$ cat config.mk
export PLATFORM = sky130hd
export DESIGN_NAME = rpxx_ctrl
export DESIGN_NICKNAME = d
export VERILOG_FILES = /design/src/rtl/rpxx_ctrl_pkg.sv /design/src/rtl/rpxx_addrchk.sv /design/src/rtl/rpxx_ctrl.sv
export SDC_FILE = /design/constraint.sdc
export NUM_CORES = 1
export LEC_CHECK = 0
export CORE_AREA = 4 4 88 82
export CTS_CLUSTER_DIAMETER = 200
export DETAILED_ROUTE_END_ITERATION = 16
export DIE_AREA = 0 0 92 86
export PLACE_DENSITY = 0.61
export SETUP_SLACK_MARGIN = 0.02
export SYNTH_ARGS = -nofsm -noshare
export SYNTH_HDL_FRONTEND = slang
export SYNTH_SLANG_ARGS = --single-unit
$ cat constraint.sdc
create_clock -name clk -period 3.8 [get_ports clk]
set_input_delay 0.76 -clock clk [delete_from_list [all_inputs] [get_ports clk]]
set_output_delay 0.76 -clock clk [all_outputs]
set_load 0.01 [all_outputs]
$ cat src/rtl/rpxx_ctrl_pkg.sv
// Shared RPxx controller definitions: state encodings, function codes and CS1/DA/DC field helpers.
package rpxx_ctrl_pkg;

    typedef enum logic [4:0] {
        StIdle    = 5'd0,
        StClear   = 5'd1,
        StIllFun  = 5'd2,
        StInvAddr = 5'd3,
        StWrLock  = 5'd4,
        StSeek    = 5'd5,
        StSearch  = 5'd6,
        StXfer    = 5'd7,
        StDone    = 5'd8,
        StPreset  = 5'd9
    } rpStateT;

    localparam logic [4:0] FnNop     = 5'o00;
    localparam logic [4:0] FnUnload  = 5'o01;
    localparam logic [4:0] FnSeek    = 5'o02;
    localparam logic [4:0] FnRecal   = 5'o03;
    localparam logic [4:0] FnClear   = 5'o04;
    localparam logic [4:0] FnRelease = 5'o05;
    localparam logic [4:0] FnOffset  = 5'o06;
    localparam logic [4:0] FnReturn  = 5'o07;
    localparam logic [4:0] FnPreset  = 5'o10;
    localparam logic [4:0] FnPackAck = 5'o11;
    localparam logic [4:0] FnSearch  = 5'o14;
    localparam logic [4:0] FnWrChk   = 5'o24;
    localparam logic [4:0] FnWrChkH  = 5'o25;
    localparam logic [4:0] FnWrite   = 5'o30;
    localparam logic [4:0] FnWriteH  = 5'o31;
    localparam logic [4:0] FnRead    = 5'o34;
    localparam logic [4:0] FnReadH   = 5'o35;

    function automatic logic fieldGo(input logic [35:0] d);
        return d[0];
    endfunction

    function automatic logic [4:0] fieldFn(input logic [35:0] d);
        return d[5:1];
    endfunction

    function automatic logic [5:0] fieldSa(input logic [15:0] da);
        return da[5:0];
    endfunction

    function automatic logic [4:0] fieldTa(input logic [15:0] da);
        return da[12:8];
    endfunction

    function automatic logic [9:0] fieldDca(input logic [15:0] dc);
        return dc[9:0];
    endfunction

    function automatic logic fnLegal(input logic [4:0] fn);
        return (fn <= FnPackAck) ||
               (fn inside {FnSearch, FnWrChk, FnWrChkH, FnWrite, FnWriteH, FnRead, FnReadH});
    endfunction

    // Functions that complete without touching the disk address.
    function automatic logic fnNoAddr(input logic [4:0] fn);
        return fn inside {FnNop, FnUnload, FnRelease, FnOffset, FnReturn, FnPackAck};
    endfunction

    function automatic logic fnIsXfer(input logic [4:0] fn);
        return (fn >= FnWrChk) && (fn <= FnReadH);
    endfunction

    function automatic logic fnIsWrite(input logic [4:0] fn);
        return (fn == FnWrite) || (fn == FnWriteH);
    endfunction

endpackage

$ cat src/rtl/rpxx_addrchk.sv
// Combinational desired-address checks: out-of-range (invalid) and last-address (AOE) compares.
module rpxx_addrchk
    import rpxx_ctrl_pkg::*;
(
    input  logic [15:0] rpDA,
    input  logic [15:0] rpDC,
    input  logic [5:0]  lastSECTOR,
    input  logic [5:0]  lastTRACK,
    input  logic [9:0]  lastCYL,
    output logic        invAddr,
    output logic        lastAddr
);

    logic [5:0] sa;
    logic [5:0] ta;
    logic [9:0] dca;

    always_comb begin
        sa       = fieldSa(rpDA);
        ta       = {1'b0, fieldTa(rpDA)};
        dca      = fieldDca(rpDC);
        invAddr  = (sa > lastSECTOR) || (ta > lastTRACK) || (dca > lastCYL);
        lastAddr = (sa == lastSECTOR) && (ta == lastTRACK) && (dca == lastCYL);
    end

    logic unusedBits;
    assign unusedBits = ^{rpDA[15:13], rpDA[7:6], rpDC[15:10]};

endmodule

$ cat src/rtl/rpxx_ctrl.sv
// RPxx drive function controller. Define RPXX_SEEK_DELAY_EN to give SEEK/SEARCH their full
// SEEK_DELAY/SEARCH_DELAY durations; otherwise each lasts one cycle and no counter is built.
module rpxx_ctrl
    import rpxx_ctrl_pkg::*;
#(
    parameter int unsigned SEEK_DELAY   = 200,
    parameter int unsigned SEARCH_DELAY = 20
) (
    input  logic        clk,
    input  logic        rst,
    input  logic        clr,
    input  logic [35:0] rpDATAI,
    input  logic        rpcs1WRITE,
    input  logic [15:0] rpDA,
    input  logic [15:0] rpDC,
    input  logic [5:0]  lastSECTOR,
    input  logic [5:0]  lastTRACK,
    input  logic [9:0]  lastCYL,
    input  logic        rpWRL,
    input  logic        wcZERO,
    input  logic        xferACK,
    output logic [4:0]  state,
    output logic        rpDRY,
    output logic        xferREQ,
    output logic        incSECTOR,
    output logic        presetPULSE,
    output logic        setATA
);

    if (SEEK_DELAY < 1 || SEEK_DELAY >= (1 << 20) ||
        SEARCH_DELAY < 1 || SEARCH_DELAY >= (1 << 20)) begin : gBadDelay
        $error("rpxx_ctrl: SEEK_DELAY/SEARCH_DELAY out of range");
    end

    rpStateT    stateQ, stateD;
    logic [4:0] fnQ, fnD;
    logic       errQ, errD;
    logic       xferFnQ, xferFnD;
    logic       incD;
    logic       loadSeek, loadSearch;
    logic       delayDone;
    logic       invAddr, lastAddr;
    logic [4:0] fn;

    rpxx_addrchk uAddrChk (
        .rpDA       (rpDA),
        .rpDC       (rpDC),
        .lastSECTOR (lastSECTOR),
        .lastTRACK  (lastTRACK),
        .lastCYL    (lastCYL),
        .invAddr    (invAddr),
        .lastAddr   (lastAddr)
    );

    assign fn    = fieldFn(rpDATAI);
    assign state = stateQ;

`ifdef RPXX_SEEK_DELAY_EN
    logic [19:0] cntQ;

    assign delayDone = (cntQ <= 20'd1);

    always_ff @(posedge clk or posedge rst) begin
        if (rst) begin
            cntQ <= '0;
        end else if (clr) begin
            cntQ <= '0;
        end else if (loadSeek) begin
            cntQ <= 20'(SEEK_DELAY);
        end else if (loadSearch) begin
            cntQ <= 20'(SEARCH_DELAY);
        end else if (stateQ == StSeek || stateQ == StSearch) begin
            cntQ <= delayDone ? 20'd0 : cntQ - 20'd1;
        end
    end
`else
    logic unusedLoad;
    assign unusedLoad = loadSeek ^ loadSearch;
    assign delayDone  = 1'b1;
`endif

    always_comb begin
        stateD     = stateQ;
        fnD        = fnQ;
        errD       = errQ;
        xferFnD    = xferFnQ;
        incD       = 1'b0;
        loadSeek   = 1'b0;
        loadSearch = 1'b0;
        if (clr) begin
            stateD  = StIdle;
            errD    = 1'b0;
            xferFnD = 1'b0;
        end else begin
            unique case (stateQ)
                StIdle: begin
                    if (rpcs1WRITE && fieldGo(rpDATAI)) begin
                        fnD     = fn;
                        errD    = 1'b0;
                        xferFnD = fnIsXfer(fn);
                        if (!fnLegal(fn)) begin
                            stateD = StIllFun;
                            errD   = 1'b1;
                        end else if (fn == FnClear) begin
                            stateD = StClear;
                        end else if (fn == FnPreset) begin
                            stateD = StPreset;
                        end else if (fnNoAddr(fn)) begin
                            stateD = StDone;
                        end else if (invAddr) begin
                            stateD = StInvAddr;
                            errD   = 1'b1;
                        end else if (fnIsWrite(fn) && rpWRL) begin
                            stateD = StWrLock;
                            errD   = 1'b1;
                        end else if (fn == FnSearch) begin
                            stateD     = StSearch;
                            loadSearch = 1'b1;
                        end else begin
                            stateD   = StSeek;
                            loadSeek = 1'b1;
                        end
                    end
                end
                StSeek: begin
                    if (delayDone) begin
                        stateD = (fnQ == FnSeek || fnQ == FnRecal) ? StDone : StXfer;
                    end
                end
                StSearch: begin
                    if (delayDone) stateD = StDone;
                end
                StXfer: begin
                    if (xferACK) begin
                        incD = 1'b1;
                        if (wcZERO || lastAddr) stateD = StDone;
                        if (lastAddr) errD = 1'b1;
                    end
                end
                StIllFun, StInvAddr, StWrLock, StPreset: stateD = StDone;
                StClear, StDone:                         stateD = StIdle;
                default:                                 stateD = StIdle;
            endcase
        end
    end

    always_ff @(posedge clk or posedge rst) begin
        if (rst) begin
            stateQ      <= StIdle;
            fnQ         <= '0;
            errQ        <= 1'b0;
            xferFnQ     <= 1'b0;
            rpDRY       <= 1'b1;
            xferREQ     <= 1'b0;
            incSECTOR   <= 1'b0;
            presetPULSE <= 1'b0;
            setATA      <= 1'b0;
        end else begin
            stateQ      <= stateD;
            fnQ         <= fnD;
            errQ        <= errD;
            xferFnQ     <= xferFnD;
            rpDRY       <= (stateD == StIdle);
            xferREQ     <= (stateD == StXfer);
            incSECTOR   <= incD;
            presetPULSE <= (stateD == StPreset);
            // A clean data transfer finishes silently; everything else raises attention.
            setATA      <= (stateD == StDone) && !(xferFnD && !errD);
        end
    end

    logic unusedData;
    assign unusedData = ^rpDATAI[35:6];

endmodule

# Word level (Yosys, flattened, before mapping)
# Index checks and enable logic that the tools add are counted.
[op_classes] n_lt_le_gt_ge=6 eq_ne=29 n_mux=30 bitwise=1 reduce_logical=22
[ops] cell="$eq A5 B3 Y1 const B" n=9
[ops] cell="$eq A5 B4 Y1 const B" n=6
[ops] cell="$eq A5 B5 Y1 const B" n=6
[ops] cell="$eq A5 B2 Y1 const B" n=4
[ops] cell="$mux W4" n=5
[ops] cell="$mux W5" n=4
[ops] cell="$pmux W5 S4" n=1
[ops] cell="$mux W1" n=16
[ops] cell="$logic_not A5 Y1" n=3
[ops] cell="$eq A10 B10 Y1" n=1
[ops] cell="$gt A10 B10 Y1" n=1
[ops] cell="$logic_and A1 B1 Y1" n=7
[ops] cell="$reduce_bool A7 Y1" n=1
[ops] cell="$eq A5 B6 Y1" n=1
[ops] cell="$eq A6 B6 Y1" n=1
[ops] cell="$gt A5 B6 Y1" n=1
[ops] cell="$gt A6 B6 Y1" n=1
[ops] cell="$logic_or A1 B1 Y1" n=6
[ops] cell="$reduce_bool A6 Y1" n=1
[ops] cell="$eq A5 B1 Y1 const B" n=1
[ops] cell="$ge A5 B5 Y1 const B" n=1
[ops] cell="$le A5 B4 Y1 const B" n=1
[ops] cell="$le A5 B5 Y1 const B" n=1
[ops] cell="$reduce_or A5 Y1" n=1
[ops] cell="other kinds (6)" n=8
[word_totals] reg_bits=17 inputBits=97 word_cells=97

# Logic depth before layout (Yosys ltp)
[depth] depth_word=16 mapped_depth=8 depth_no_buf=8

# Modules after synthesis
# A second synthesis with hierarchy kept.
[unflattened] hier_cells=174 area_unflattened_um2=1480.2
[by_module_without_submodules] mod="rpxx_ctrl" n_inst=1 cells_per_inst=99 area_per_inst_um2=915.9
[by_module_without_submodules] mod="rpxx_addrchk" n_inst=1 cells_per_inst=75 area_per_inst_um2=564.3

# Worst setup path after synthesis
# Ideal clock, no wire load.
[synth_path] path_kind="input to register" from="input port lastCYL[9]" to="register stateQ[0] (netlist: state[0])" setup_time_ns=0.124 arrival_ns=2.210 required_time_ns=3.676 setup_slack_ns=1.466 stages=8 n_path_buf=0 path_cell_list="inv_1 ha_1 nand4_1 nor3_1 a311o_1 nand4_1 o21a_1 or2_1"
[synth_via] elab_chain_cells=10 word_cells_on_any_way=15 classes_between="order compare (1); eq/ne (1); mux (10); reduce/logical (3)"
[synth_rtl] item="start, declared" line="rpxx_ctrl.sv:18" rtl="input logic [9:0] lastCYL,"
[synth_rtl] item="$gt A10 B10 Y1" line="rpxx_addrchk.sv:22" rtl="invAddr = (sa > lastSECTOR) || (ta > lastTRACK) || (dca > lastCYL);"
[synth_rtl] item="$logic_or A1 B1 Y1" line="rpxx_addrchk.sv:22"
[synth_rtl] item="$mux W3" line="rpxx_ctrl.sv:110" rtl="end else if (invAddr) begin"
[synth_rtl] item="$mux W4" line="rpxx_ctrl.sv:108" rtl="end else if (fnNoAddr(fn)) begin"
[synth_rtl] item="$mux W4" line="rpxx_ctrl.sv:106" rtl="end else if (fn == FnPreset) begin"
[synth_rtl] item="$mux W4" line="rpxx_ctrl.sv:104" rtl="end else if (fn == FnClear) begin"
[synth_rtl] item="$mux W4" line="rpxx_ctrl.sv:101" rtl="if (!fnLegal(fn)) begin"
[synth_rtl] item="$mux W5" line="rpxx_ctrl.sv:97" rtl="if (rpcs1WRITE && fieldGo(rpDATAI)) begin"
[synth_rtl] item="$pmux W5 S4 (*)" line="rpxx_ctrl.sv:95" rtl="unique case (stateQ)"
[synth_rtl] item="$mux W5 (*)" line="rpxx_ctrl.sv:90" rtl="if (clr) begin"
[synth_rtl] item="net stateD[0]" line="rpxx_ctrl.sv:35" rtl="rpStateT stateQ, stateD;"
[synth_rtl] item="end signal, assigned" line="rpxx_ctrl.sv:149" rtl="stateQ <= StIdle;"
[synth_rtl] item="end signal, assigned" line="rpxx_ctrl.sv:159" rtl="stateQ <= stateD;"
[synth_rtl] item="end, declared" line="rpxx_ctrl.sv:35"
# The timed path passes the listed nets; every way through them passes the cells marked *.
# A chain may end at the register's enable or synchronous reset.

# Worst setup path in the final report
# Ends and elaborated chain as after synthesis.

==> impl_results.md <==
- Status: finished, final reports clean
- Post-synth EDFFs: 0
- Pin count of the biggest net entering global routing: 17
- Io pins: 107
- Mean Syn Cell Area: 8.28 um2
- Placer Congestion: 0.747
- Layout Nets: 367
- Worst path arrival time: 3.04 ns
- Final period util: 76.4%
- # setup viols final: 0
- Core area: 6380 um2
- Post-CTS Setup Repair Bufs: 0
- Post-route DRC: 0
- DR vias: 1521
- Setup tns final: 0 ns
- Clk sinks: 16
- Top_reg_cell synth: dfrtp_1
- Root Driver: clkbuf_8
- Hold path depth: 1
- FF+latch count, synth: 16
- Worst path required time: 3.94 ns
- Pwr dens: 216 nW/um2
- DR pass1 iterations: 4
- Die Area: 7910 um2
- Net Count, Synth: 302
- Most frequent cells in the layout: 65 x clkdlybuf4s50_1, 29 x inv_1, 21 x ha_1, 15 x dfrtp_1, 11 x o21ai_0
- Endpoints failing hold: 0
- Mux cell area share after synthesis: 3.62%
- DP HPWL: 3420 um
- Max-Cap Viols: 0
- Lkg Pwr: 1.04 nW
- Synth cell types: 50
- Drt wl/cell: 11.8 um
- Post-DRT Antenna Nets: 0
- CTS Buf Count: 3
- Async S/R FF share, synth: 100%
- Worst Setup Start Kind: input port
- Area Growth Syn to Fin: 52.0%
- R2r endpoint: setATA
- GRT Resource Usage Total: 10.3%
- Number of global-route vias before repair: 1451
- Max Slew Vio Count: 0
- Worst hold slack: 0.511 ns
- Worst hold endpoint: fnQ[2]
- Via-per-instance ratio: 4.50
- Worst min path class: reg2reg
- Leading cell type in the layout, fill and taps excluded: clkdlybuf4s50_1
- Worst rel slew slack: 59.2%
- H-tree depth: 1
- Non-Filler Instances: 338
- TritonCTS clock tree: done
- Post-detailed-routing wire length: 4000 um
- Initial DRC Count: 103
- Die Wd: 92 um
- First-pass GRT wire length: 6780 um
- Chip height: 86 um
- Placed cells: 334
- Post-synthesis compound-gate area fraction: 19.2%
- Synth Area in XOR/XNOR: 1.15%
- Setup Crit Path Kind: in2reg
- Mapped Area: 1520 um2
- Achievable Freq: 344 MHz
- Clock transition at path regs: 0.07 ns
- CP Capture Type: register
- Largest family of logic cells by synthesized area: simple AND/OR/NAND/NOR gates
- Worst skew pair latency: 0.25 ns
- Register area: 402 um2
- Max Buffers Root-to-Sink: 2
- Worst VDD drop: 0.186 mV
- Hold_buf cts: 0
- R2R setup slack: 1.44 ns
- Hold Crit Start: fnQ[2]
- Layout cells sized above 1: 5.65%
- Post-CTS sizing: 0
- GRT overflow: 0
- Final Core Density: 36.3%
- Initial antenna violation count: 0
- Filler cells: 664
- RSZ-0062 raised after global routing: no
- Min Tclk post-route: 2.90 ns
- Max Fanout on Critical Path: 5
- R2r startpoint: state[1]
- Clk_skew: 0.00678 ns
- Area of the multi-input gates: 986 um2
- Synth Area in Simple Gates: 23.3%
- Input/output buffers: 65
- YS warnings: 0
- Pwr Total: 0.500 mW
- Worst r2r path cells: 6
- Antenna Cells: 0
- Post-Synth Adder-Cell Area: 17.3%
- Row count: 28
- Cells after Synth: 184
- Worst-margin pin slew: 0.612 ns
- Seq/Total Area, Yosys: 26.4%
- Starting density of the core: 23.9%
per-layer routing:
metal	routed length [um]	share of wire [%]	GRT usage, %	up-vias
met5	0	0	0	-
met2	1960	49	18.0	45
met4	10	0.25	0.810	0
met1	1760	44	13.5	696
li1	-	-	-	778
met3	266	6.7	2.28	2
cells by family (layout without fill, tap and decap cells):
group                    after synthesis  after routing
AND/OR/NAND/NOR                       60             60
multiplexers                           5              5
XOR/XNOR                               2              2
AO/OA/AOI/OAI                         45             45
flip-flops                            16             16
other                                  1              1
buffers and inverters                 34             98
adder cells (fa/ha/maj)               21             21
sequential cells by signal (all words and copies together) (netlist names):
| name | flops |
|---|---|
| state | 5 |
| fnQ | 4 |
| errQ | 1 |
| incSECTOR | 1 |
| presetPULSE | 1 |
| rpDRY | 1 |
| setATA | 1 |
| xferFnQ | 1 |
| xferREQ | 1 |
power by group:
group / switching, mW / internal, mW
logic: 0.0647 / 0.0950
registers: 0.00764 / 0.183
clock network: 0.0579 / 0.0919
through the flow:
step / instance area, um2 / setup WS [ns]
6_report: 2310 / 0.897
5_1_grt: 2310 / 0.707
4_1_cts: 2310 / 0.884
3_5_place_dp: 2260 / 0.604
3_3_place_gp: 2260 / 0.625
2_1_floorplan: 1520 / 1.47
synthesized netlist by cell type (2+ instances only):
master    number  area share [%]
mux2_2         4             3.0
a31oi_1        2            0.82
nor2_1         9             2.2
nor4_1         2            0.82
o21bai_1       2            0.99
a21oi_1        7             2.3
inv_1         29             7.1
a211oi_1       2            0.99
nor3_1         4             1.3
nor3b_1        2            0.99
and2_1         4             1.6
a21o_1         4             2.0
nor2b_1        6             2.5
clkbuf_1       4            0.99
nand3_1        4             1.3
nand2_1       10             2.5
dfrtp_1       15              25
and4_1         2             1.2
o21ai_1        3            0.99
o21ai_0       11             3.6
o21a_1         3             1.5
nand4_1        4             1.6
a221oi_1       2             1.2
and3_1         3             1.2
ha_1          21              17
final cells by class:
class / count / share of cell area, %
repair buffers: 65 / 28.1
flip-flops and latches: 16 / 17.4
well taps: 90 / 4.86
inverters: 29 / 4.70
multi-input cells: 134 / 42.6
clock buffers: 4 / 2.38
how the worst max path moves through the flow:
stage	startpoint	endpoint	cells after the start
3_3_place_gp	lastCYL[9]	state[0]	9
5_1_grt	lastCYL[9]	state[0]	9
4_1_cts	lastCYL[9]	state[0]	9
2_1_floorplan	lastCYL[9]	state[0]	8
6_report	lastCYL[9]	state[0]	9
3_5_place_dp	lastCYL[9]	state[0]	9
worst max-delay path, cell delays in order:
cell and delay, ns:
clkdlybuf4s50_1 0.46, inv_1 0.04, ha_1 0.30, nand4_1 0.16, nor3_1 0.38, a311o_1 0.17
nand4_1 0.24, o21a_1 0.30, or2_1 0.23
No activity file was read; power rests on OpenSTA's default activity.
